<file path="src/rtl/skin_ellipse_classify.sv">
// skin_ellipse_classify: 4-stage rotated-ellipse skin classifier with a per-frame skin-pixel counter.
module skin_ellipse_classify #(
    parameter int CX    = 109,
    parameter int CY    = 152,
    parameter int COS_Q = -210,
    parameter int SIN_Q = 147,
    parameter int ECX   = 2,
    parameter int ECY   = 2,
    parameter int A2    = 645,
    parameter int B2    = 197,
    parameter int CNT_W = 20
) (
    input  logic             clk,
    input  logic             rst,
    input  logic             in_valid,
    input  logic [7:0]       in_cb,
    input  logic [7:0]       in_cr,
    input  logic             in_sof,
    input  logic             in_eof,
    output logic             out_valid,
    output logic             out_skin,
    output logic             out_sof,
    output logic             out_eof,
    output logic [CNT_W-1:0] frame_skin_count,
    output logic             frame_done
);
    logic v1, v2, v3, sof1, sof2, sof3, eof1, eof2, eof3;
    logic signed [9:0] dcb, dcr;
    logic signed [19:0] sx, sy;
    logic signed [11:0] x, y;
    logic signed [23:0] dx, dy;
    logic [23:0] sqx, sqy;
    logic [35:0] e;
    logic [CNT_W-1:0] acc, acc_n;
    logic in_frame, open, close;

    always_comb begin
        sx = 20'(COS_Q * dcb + SIN_Q * dcr);
        sy = 20'(COS_Q * dcr - SIN_Q * dcb);
        dx = 24'(x) - 24'(ECX);
        dy = 24'(y) - 24'(ECY);
        e = 36'(sqx) * 36'(B2) + 36'(sqy) * 36'(A2);
        open = out_sof | (out_valid & in_frame);
        close = out_eof & (in_frame | out_sof);
        acc_n = out_sof ? CNT_W'(out_skin) : &acc ? acc : acc + CNT_W'(out_skin);
    end

    // Payload needs no reset; the valid chain qualifies it.
    always_ff @(posedge clk) begin
        dcb <= {2'b0, in_cb} - 10'(CX);
        dcr <= {2'b0, in_cr} - 10'(CY);
        sof1 <= in_sof;
        eof1 <= in_eof;
        x <= sx[19:8];
        y <= sy[19:8];
        sof2 <= sof1;
        eof2 <= eof1;
        sqx <= 24'(dx * dx);
        sqy <= 24'(dy * dy);
        sof3 <= sof2;
        eof3 <= eof2;
    end

    always_ff @(posedge clk) begin
        if (rst) begin
            {v1, v2, v3, out_valid, out_skin, out_sof, out_eof} <= '0;
        end else begin
            v1 <= in_valid;
            v2 <= v1;
            v3 <= v2;
            out_valid <= v3;
            out_skin <= v3 & (e <= 36'(A2 * B2));
            out_sof <= v3 & sof3;
            out_eof <= v3 & eof3;
        end
    end

    always_ff @(posedge clk) begin
        if (rst) begin
            acc <= '0;
            in_frame <= 1'b0;
            frame_skin_count <= '0;
            frame_done <= 1'b0;
        end else begin
            frame_done <= close;
            if (open) acc <= acc_n;
            if (close) frame_skin_count <= acc_n;
            in_frame <= close ? 1'b0 : (out_sof | in_frame);
        end
    end
endmodule

</file>
<file path="config.mk">
export PLATFORM = sky130hd
export DESIGN_NAME = skin_ellipse_classify
export DESIGN_NICKNAME = d
export VERILOG_FILES = /design/src/rtl/skin_ellipse_classify.sv
export SDC_FILE = /design/constraint.sdc
export NUM_CORES = 2
export LEC_CHECK = 0
export CELL_PAD_IN_SITES_DETAIL_PLACEMENT = 0
export CELL_PAD_IN_SITES_GLOBAL_PLACEMENT = 1
export CORE_ASPECT_RATIO = 0.5
export CORE_MARGIN = 2
export CORE_UTILIZATION = 52
export DETAILED_ROUTE_END_ITERATION = 7
export MAX_ROUTING_LAYER = met4
export PLACE_DENSITY = 0.91
export SLEW_MARGIN = 20
export SYNTH_ARGS = -nofsm -noshare
export SYNTH_HDL_FRONTEND = slang
export SYNTH_SLANG_ARGS = --single-unit
</file>
<file path="constraint.sdc">
create_clock -name clk -period 8.05 [get_ports clk]
set_input_delay 1.61 -clock clk [delete_from_list [all_inputs] [get_ports clk]]
set_output_delay 1.61 -clock clk [all_outputs]
set_load 0.02 [all_outputs]
</file>
**Word level (Yosys, flattened, before mapping)**

Index checks and enable logic that the tools add are counted.

- Bits in registers: 143

- Add/sub/neg operators: 8
- Multipliers: 8
- $lt $le $gt $ge: 1
- Muxes and demuxes: 2
- Bitwise gates (word level): 7
- Reduce and logical (&&, ||, !) cells: 2

Operators with widths:

| kind | count |
|---|---|
| 13-bit by 13-bit multiplier with 24-bit output | 2 |
| 20-bit 2-to-1 mux | 2 |
| 9-bit by 9-bit multiplier with 18-bit output, first input constant | 2 |
| 32-bit by 34-bit adder with 35-bit output | 1 |
| 35-bit by 17-bit less-or-equal comparator with 1-bit output, second input constant | 1 |
| 24-bit by 10-bit multiplier with 34-bit output, second input constant | 1 |
| 8-bit by 9-bit multiplier with 17-bit output, first input constant | 2 |
| 24-bit by 8-bit multiplier with 32-bit output, second input constant | 1 |
| 11-bit by 3-bit subtractor with 12-bit output, second input constant | 2 |
| 20-bit by 1-bit adder with 20-bit output | 1 |
| 20-bit AND reduction | 1 |
| 18-bit by 18-bit adder with 19-bit output | 1 |
| 18-bit by 18-bit subtractor with 19-bit output | 1 |
| 8-bit by 7-bit subtractor with 9-bit output, second input constant | 1 |
| 8-bit by 8-bit subtractor with 9-bit output, second input constant | 1 |
| 1-bit AND | 5 |
| 1-bit OR | 2 |
| 2-bit OR reduction | 1 |

**Logic depth before layout (Yosys ltp)**

- Depth in word-level cells: 4
- Depth in mapped cells: 30
- Gate-level depth less buffers: 30

**Worst setup path after synthesis**

Ideal clock, no wire load.

- Path kind: reg2reg
- Start point: register x[3]
- End point: register sqx[23]
- Arrival: 6400 ps
- Required time: 7978 ps
- Slack: 1577 ps
- Cell stages (with the launch flop): 26
- Buffers on the path: 0
- Path through: dfxtp_1 -> nor2_1 -> nand3_1 -> or3_1 -> or4_1 -> xnor2_1 -> and2_1 -> inv_1 -> fa_1 -> fa_1 -> inv_1 -> fa_1 -> inv_1 -> fa_1 -> fa_1 -> inv_1 -> ha_1 -> or2_1 -> a21oi_1 -> a31oi_1 -> a41o_1 -> o211a_1 -> o21a_1 -> o21a_1 -> o41ai_1 -> xnor2_1

- Cells in the longest elaborated chain, start to end: 2

Ends and longest elaborated chain:

| item | RTL line | text |
|---|---|---|
| start: declaration | 30 | `logic signed [11:0] x, y;` |
| start signal: assignment | 54 | `x <= sx[19:8];` |
| 11-bit by 3-bit subtractor with 12-bit output | 40 | `dx = 24'(x) - 24'(ECX);` |
| 13-bit by 13-bit multiplier with 24-bit output | 58 | `sqx <= 24'(dx * dx);` |
| end signal: assignment | 58 |  |
| end: declaration | 32 | `logic [23:0] sqx, sqy;` |

No other way between the ends.
A chain may end at the register's enable or synchronous reset.

**Worst setup path in the final report**

- Start point: register x[1]
- End point: register sqx[23]

Same word-level chain as after synthesis.

==> flow_summary.html <==
<table>
<tr><th>Metric</th><th>Value</th></tr>
<tr><th colspan="2">STA</th></tr>
<tr><td>Slew of the pin with the lowest slew margin</td><td>around 820 ps</td></tr>
<tr><td>Finish-stage setup viols</td><td>0</td></tr>
<tr><td>Worst clock skew</td><td>approximately 16 ps</td></tr>
<tr><td>Max-slew violations</td><td>0</td></tr>
<tr><td>Tightest slew margin relative to the limit</td><td>44.2%</td></tr>
<tr><td>Max frequency</td><td>136 MHz</td></tr>
<tr><td>Setup repair after global routing missed its margin</td><td>no</td></tr>
<tr><td>Min Hold Slack</td><td>roughly 330 ps</td></tr>
<tr><td>Final hold viol count</td><td>0</td></tr>
<tr><td>Sum of negative setup slack</td><td>0 ps</td></tr>
<tr><td>Final worst path period need</td><td>around 7400 ps</td></tr>
<tr><td>Final critical-path share of the clock period</td><td>between 90% and 100%</td></tr>
<tr><th colspan="2">Synthesis</th></tr>
<tr><td>Top flip-flop cell by instance count after synthesis</td><td>sky130_fd_sc_hd__dfxtp_1</td></tr>
<tr><td>Number of warnings reported in the yosys synthesis log</td><td>0</td></tr>
<tr><td>Synth area leaders</td><td>sky130_fd_sc_hd__fa_1, sky130_fd_sc_hd__ha_1, sky130_fd_sc_hd__dfxtp_1</td></tr>
<tr><td>Area share of the largest cell type after synthesis</td><td>34.1%</td></tr>
<tr><td>Distinct cell type count after synthesis</td><td>86</td></tr>
<tr><td>EDFF count, synth</td><td>0</td></tr>
<tr><td>Combined area of all synthesized cells</td><td>27,000 um2</td></tr>
<tr><td>Synth area leader</td><td>sky130_fd_sc_hd__fa_1</td></tr>
<tr><td>Ys async rst share</td><td>0%</td></tr>
<tr><td>Flop and latch count out of synthesis</td><td>141</td></tr>
<tr><td>Avg Cell Area, Syn</td><td>around 9.6 um2</td></tr>
<tr><td>Sequential element share of the synthesized area</td><td>a little over a tenth</td></tr>
<tr><td>Mapped Cells</td><td>2,825</td></tr>
<tr><th colspan="2">Floorplanning</th></tr>
<tr><td>Horizontal extent of the die</td><td>326 um</td></tr>
<tr><td>Die Area</td><td>53,900 um2</td></tr>
<tr><td>Die height</td><td>165 um</td></tr>
<tr><td>IO Pins</td><td>46</td></tr>
<tr><td>Std-Cell Rows</td><td>58</td></tr>
<tr><td>Starting utilization of the core area</td><td>53.2%</td></tr>
<tr><td>Total core area</td><td>50,700 um2</td></tr>
<tr><th colspan="2">Critical path</th></tr>
<tr><td>Launching element of the worst setup path</td><td>x[1]$_DFF_P_</td></tr>
<tr><td>Kind of end point of the critical path</td><td>register</td></tr>
<tr><td>Setup crit end</td><td>sqx[23]$_DFF_P_</td></tr>
<tr><td>Reg-to-reg critical path startpoint</td><td>x[1]$_DFF_P_</td></tr>
<tr><td>Worst R2R Setup Slack</td><td>680 ps</td></tr>
<tr><td>Maximum fanout count along the critical path</td><td>11</td></tr>
<tr><td>Crit Reg-Reg Endpoint</td><td>sqx[23]$_DFF_P_</td></tr>
<tr><td>Data required time at the worst endpoint</td><td>8420 ps</td></tr>
<tr><td>Crit Path Category</td><td>reg -&gt; reg</td></tr>
<tr><td>Worst Setup Start Kind</td><td>register</td></tr>
<tr><td>Cells on worst reg2reg path</td><td>23</td></tr>
<tr><td>Data arrival time of the critical path</td><td>about 7700 ps</td></tr>
<tr><th colspan="2">Layout</th></tr>
<tr><td>Fin area</td><td>28,900 um2</td></tr>
<tr><td>Final cell count without fillers</td><td>3,570</td></tr>
<tr><td>Ant diodes</td><td>0</td></tr>
<tr><td>Number of nets in the layout</td><td>3,851</td></tr>
<tr><td>Fraction of final layout cells sized beyond drive strength 1</td><td>2.71%</td></tr>
<tr><td>Area Overhead vs Synth</td><td>6.91%</td></tr>
<tr><th colspan="2">CTS</th></tr>
<tr><td>Cell chosen for the clock root</td><td>sky130_fd_sc_hd__clkbuf_16</td></tr>
<tr><td>Number of buffers inserted during clock tree synthesis</td><td>17</td></tr>
<tr><td>H-tree depth reported by CTS</td><td>4</td></tr>
<tr><td>Maximum buffer depth of the clock tree</td><td>2</td></tr>
<tr><td>Post-CTS Setup Repair Bufs</td><td>0</td></tr>
<tr><td>Number of buffers inserted by hold repair at cts</td><td>0</td></tr>
<tr><td>Clock tree from TritonCTS</td><td>built</td></tr>
<tr><td>Clock transition at the registers of the reported paths</td><td>~70 ps</td></tr>
<tr><td>Clk_lat worst skew</td><td>460 ps</td></tr>
<tr><td>CTS sink count</td><td>approximately 140</td></tr>
<tr><td>Resized Gates After CTS</td><td>0</td></tr>
<tr><th colspan="2">Route</th></tr>
<tr><td>Via Count</td><td>~18,000</td></tr>
<tr><td>Per-cell via count in the routed design</td><td>just over 5</td></tr>
<tr><td>Post-route DRC</td><td>0</td></tr>
<tr><td>Initial DRT Pass Iterations</td><td>5</td></tr>
<tr><td>Count of nets left with antenna violations after detail routing</td><td>0</td></tr>
<tr><td>Average wire per standard cell</td><td>14.7 um</td></tr>
<tr><td>Aggregate routed wire length</td><td>52,400 um</td></tr>
<tr><td>Drt initial violations</td><td>866</td></tr>
<tr><th colspan="2">Placed design</th></tr>
<tr><td>Global placer's final weighted congestion</td><td>about 0.9</td></tr>
<tr><td>Number of placed instances with taps included</td><td>~3,500</td></tr>
<tr><td>HPWL after DPL</td><td>roughly 46,000 um</td></tr>
<tr><td>Port Buf Inserts</td><td>45</td></tr>
<tr><td>Post-DP Area</td><td>28,200 um2</td></tr>
<tr><th colspan="2">Run</th></tr>
<tr><td>MaxCap Viol Count</td><td>0</td></tr>
<tr><th colspan="2">Global routing</th></tr>
<tr><td>Initial antenna violation count</td><td>1</td></tr>
<tr><td>Global-route usage over all layers</td><td>between 20% and 30%</td></tr>
<tr><td>Grt total ovfl</td><td>0</td></tr>
<tr><td>Maximum number of pins on one net before global-route repair</td><td>22</td></tr>
<tr><td>Global-route wire length before repair</td><td>91,400 um</td></tr>
<tr><td>Via count of the first global-routing pass</td><td>19,426</td></tr>
<tr><th colspan="2">Worst hold path</th></tr>
<tr><td>Worst hold-check path type</td><td>reg -&gt; reg</td></tr>
<tr><th colspan="2">Outcome</th></tr>
<tr><td>Status</td><td>finished, final reports clean</td></tr>
</table>
## how the worst min path moves through the flow
stage | start | endpoint | slack, ps | cells after the start
2_1_floorplan | eof1$_DFF_P_ | eof2$_DFF_P_ | 310 | 0
3_3_place_gp | sof1$_DFF_P_ | sof2$_DFF_P_ | 310 | 0
3_5_place_dp | sof2$_DFF_P_ | sof3$_DFF_P_ | 310 | 0
4_1_cts | eof2$_DFF_P_ | eof3$_DFF_P_ | 340 | 0
5_1_grt | eof2$_DFF_P_ | eof3$_DFF_P_ | 350 | 0
6_report | sof2$_DFF_P_ | sof3$_DFF_P_ | 330 | 0
## worst max-delay path, cell delays in order, from the launching register on
cell                       delay (ps)
sky130_fd_sc_hd__dfxtp_1          440
sky130_fd_sc_hd__inv_1            200
sky130_fd_sc_hd__ha_1             240
sky130_fd_sc_hd__nand2_1          110
sky130_fd_sc_hd__nor3_1           240
sky130_fd_sc_hd__xor2_1           450
sky130_fd_sc_hd__clkinv_1         420
sky130_fd_sc_hd__or2_2            440
sky130_fd_sc_hd__fa_1             430
sky130_fd_sc_hd__fa_1             520
sky130_fd_sc_hd__fa_1             570
sky130_fd_sc_hd__fa_1             440
sky130_fd_sc_hd__fa_1             500
sky130_fd_sc_hd__inv_1             40
sky130_fd_sc_hd__ha_1             300
sky130_fd_sc_hd__or2_1            260
sky130_fd_sc_hd__a21oi_1          150
sky130_fd_sc_hd__a31oi_1           90
sky130_fd_sc_hd__a41o_1           310
sky130_fd_sc_hd__o211a_1          250
sky130_fd_sc_hd__o21a_1           180
sky130_fd_sc_hd__o21a_1           180
sky130_fd_sc_hd__o41ai_1          360
sky130_fd_sc_hd__xnor2_1          180
## metal layers
layer,GRT usage [%],vias to the layer above,wire length [um]
met5,-,-,0
met4,3.69,0,669
met3,3.58,64,1940
met2,37.1,281,24900
met1,27.8,8898,24900
li1,-,8902,-
## registers in the layout, summed over array words and instances (netlist names), 9 cells and up
signal / count
dcr: 9
sqx: 23
x: 11
dcb: 9
sqy: 23
y: 11
acc: 20
frame_skin_count: 20
## synthesized netlist by cell type, drive strengths merged, types with 4 or more instances
cell / number
a211o: 5
a211oi: 12
a21boi: 4
a21o: 28
a21oi: 82
a22o: 5
a31oi: 10
and2: 30
and3: 15
clkbuf: 29
clkinv: 10
dfxtp: 141
fa: 460
ha: 503
inv: 696
nand2: 138
nand2b: 22
nand3: 35
nand3b: 5
nand4: 9
nor2: 172
nor2b: 24
nor3: 36
nor3b: 5
o211ai: 6
o21a: 20
o21ai: 72
o21bai: 10
o311ai: 5
o31ai: 9
o41ai: 6
or2: 11
or3: 12
xnor2: 110
xor2: 45
## metrics by stage
step / utilization (%) / worst slack (ps)
final: 56.9 / 684
after global placement: 55.7 / 1080
after detailed placement: 55.7 / 737
after global routing: 56.9 / 134
after CTS: 56.9 / 712
after floorplan: - / 1580
## area by class of cell
type | count | area [um2]
fillers | 4423 | 21900
flip-flops and latches | 141 | 2820
repair buffers | 51 | 495
clock buffers | 17 | 425
inverters | 706 | 2650
well taps | 690 | 863
multi-input cells | 1950 | 21400
clock inverters | 15 | 186
## cells in the final DEF, fill, tap and decap left out, drive strengths merged, types with 16 or more instances in the layout
master	netlist	routed
a21oi	82	82
dfxtp	141	141
nor2	172	172
nand2b	22	22
xnor2	110	110
fa	460	460
o21a	20	20
a21o	28	28
o21ai	72	72
nand3	35	35
xor2	45	45
inv	696	705
nor2b	24	24
clkinv	10	16
clkdlybuf4s50	0	45
ha	503	503
nor3	36	36
nand2	138	138
clkbuf	29	17
and2	30	30
## cell families after synthesis
family	count (synthesis)	share of synthesized area [%]
xor gates and xnor gates	155	5.03
and+or+nand+nor	526	9.26
DFF	141	10.5
muxes	4	0.167
other	2	0.0278
buffers and inverters	737	10.2
AOI/OAI and AO/OA	297	7.38
adders and majority gates	963	57.4
Power is left out: the tool's default activity adds up to more than one toggle a clock period on the data nets, which glitch-free logic cannot reach.
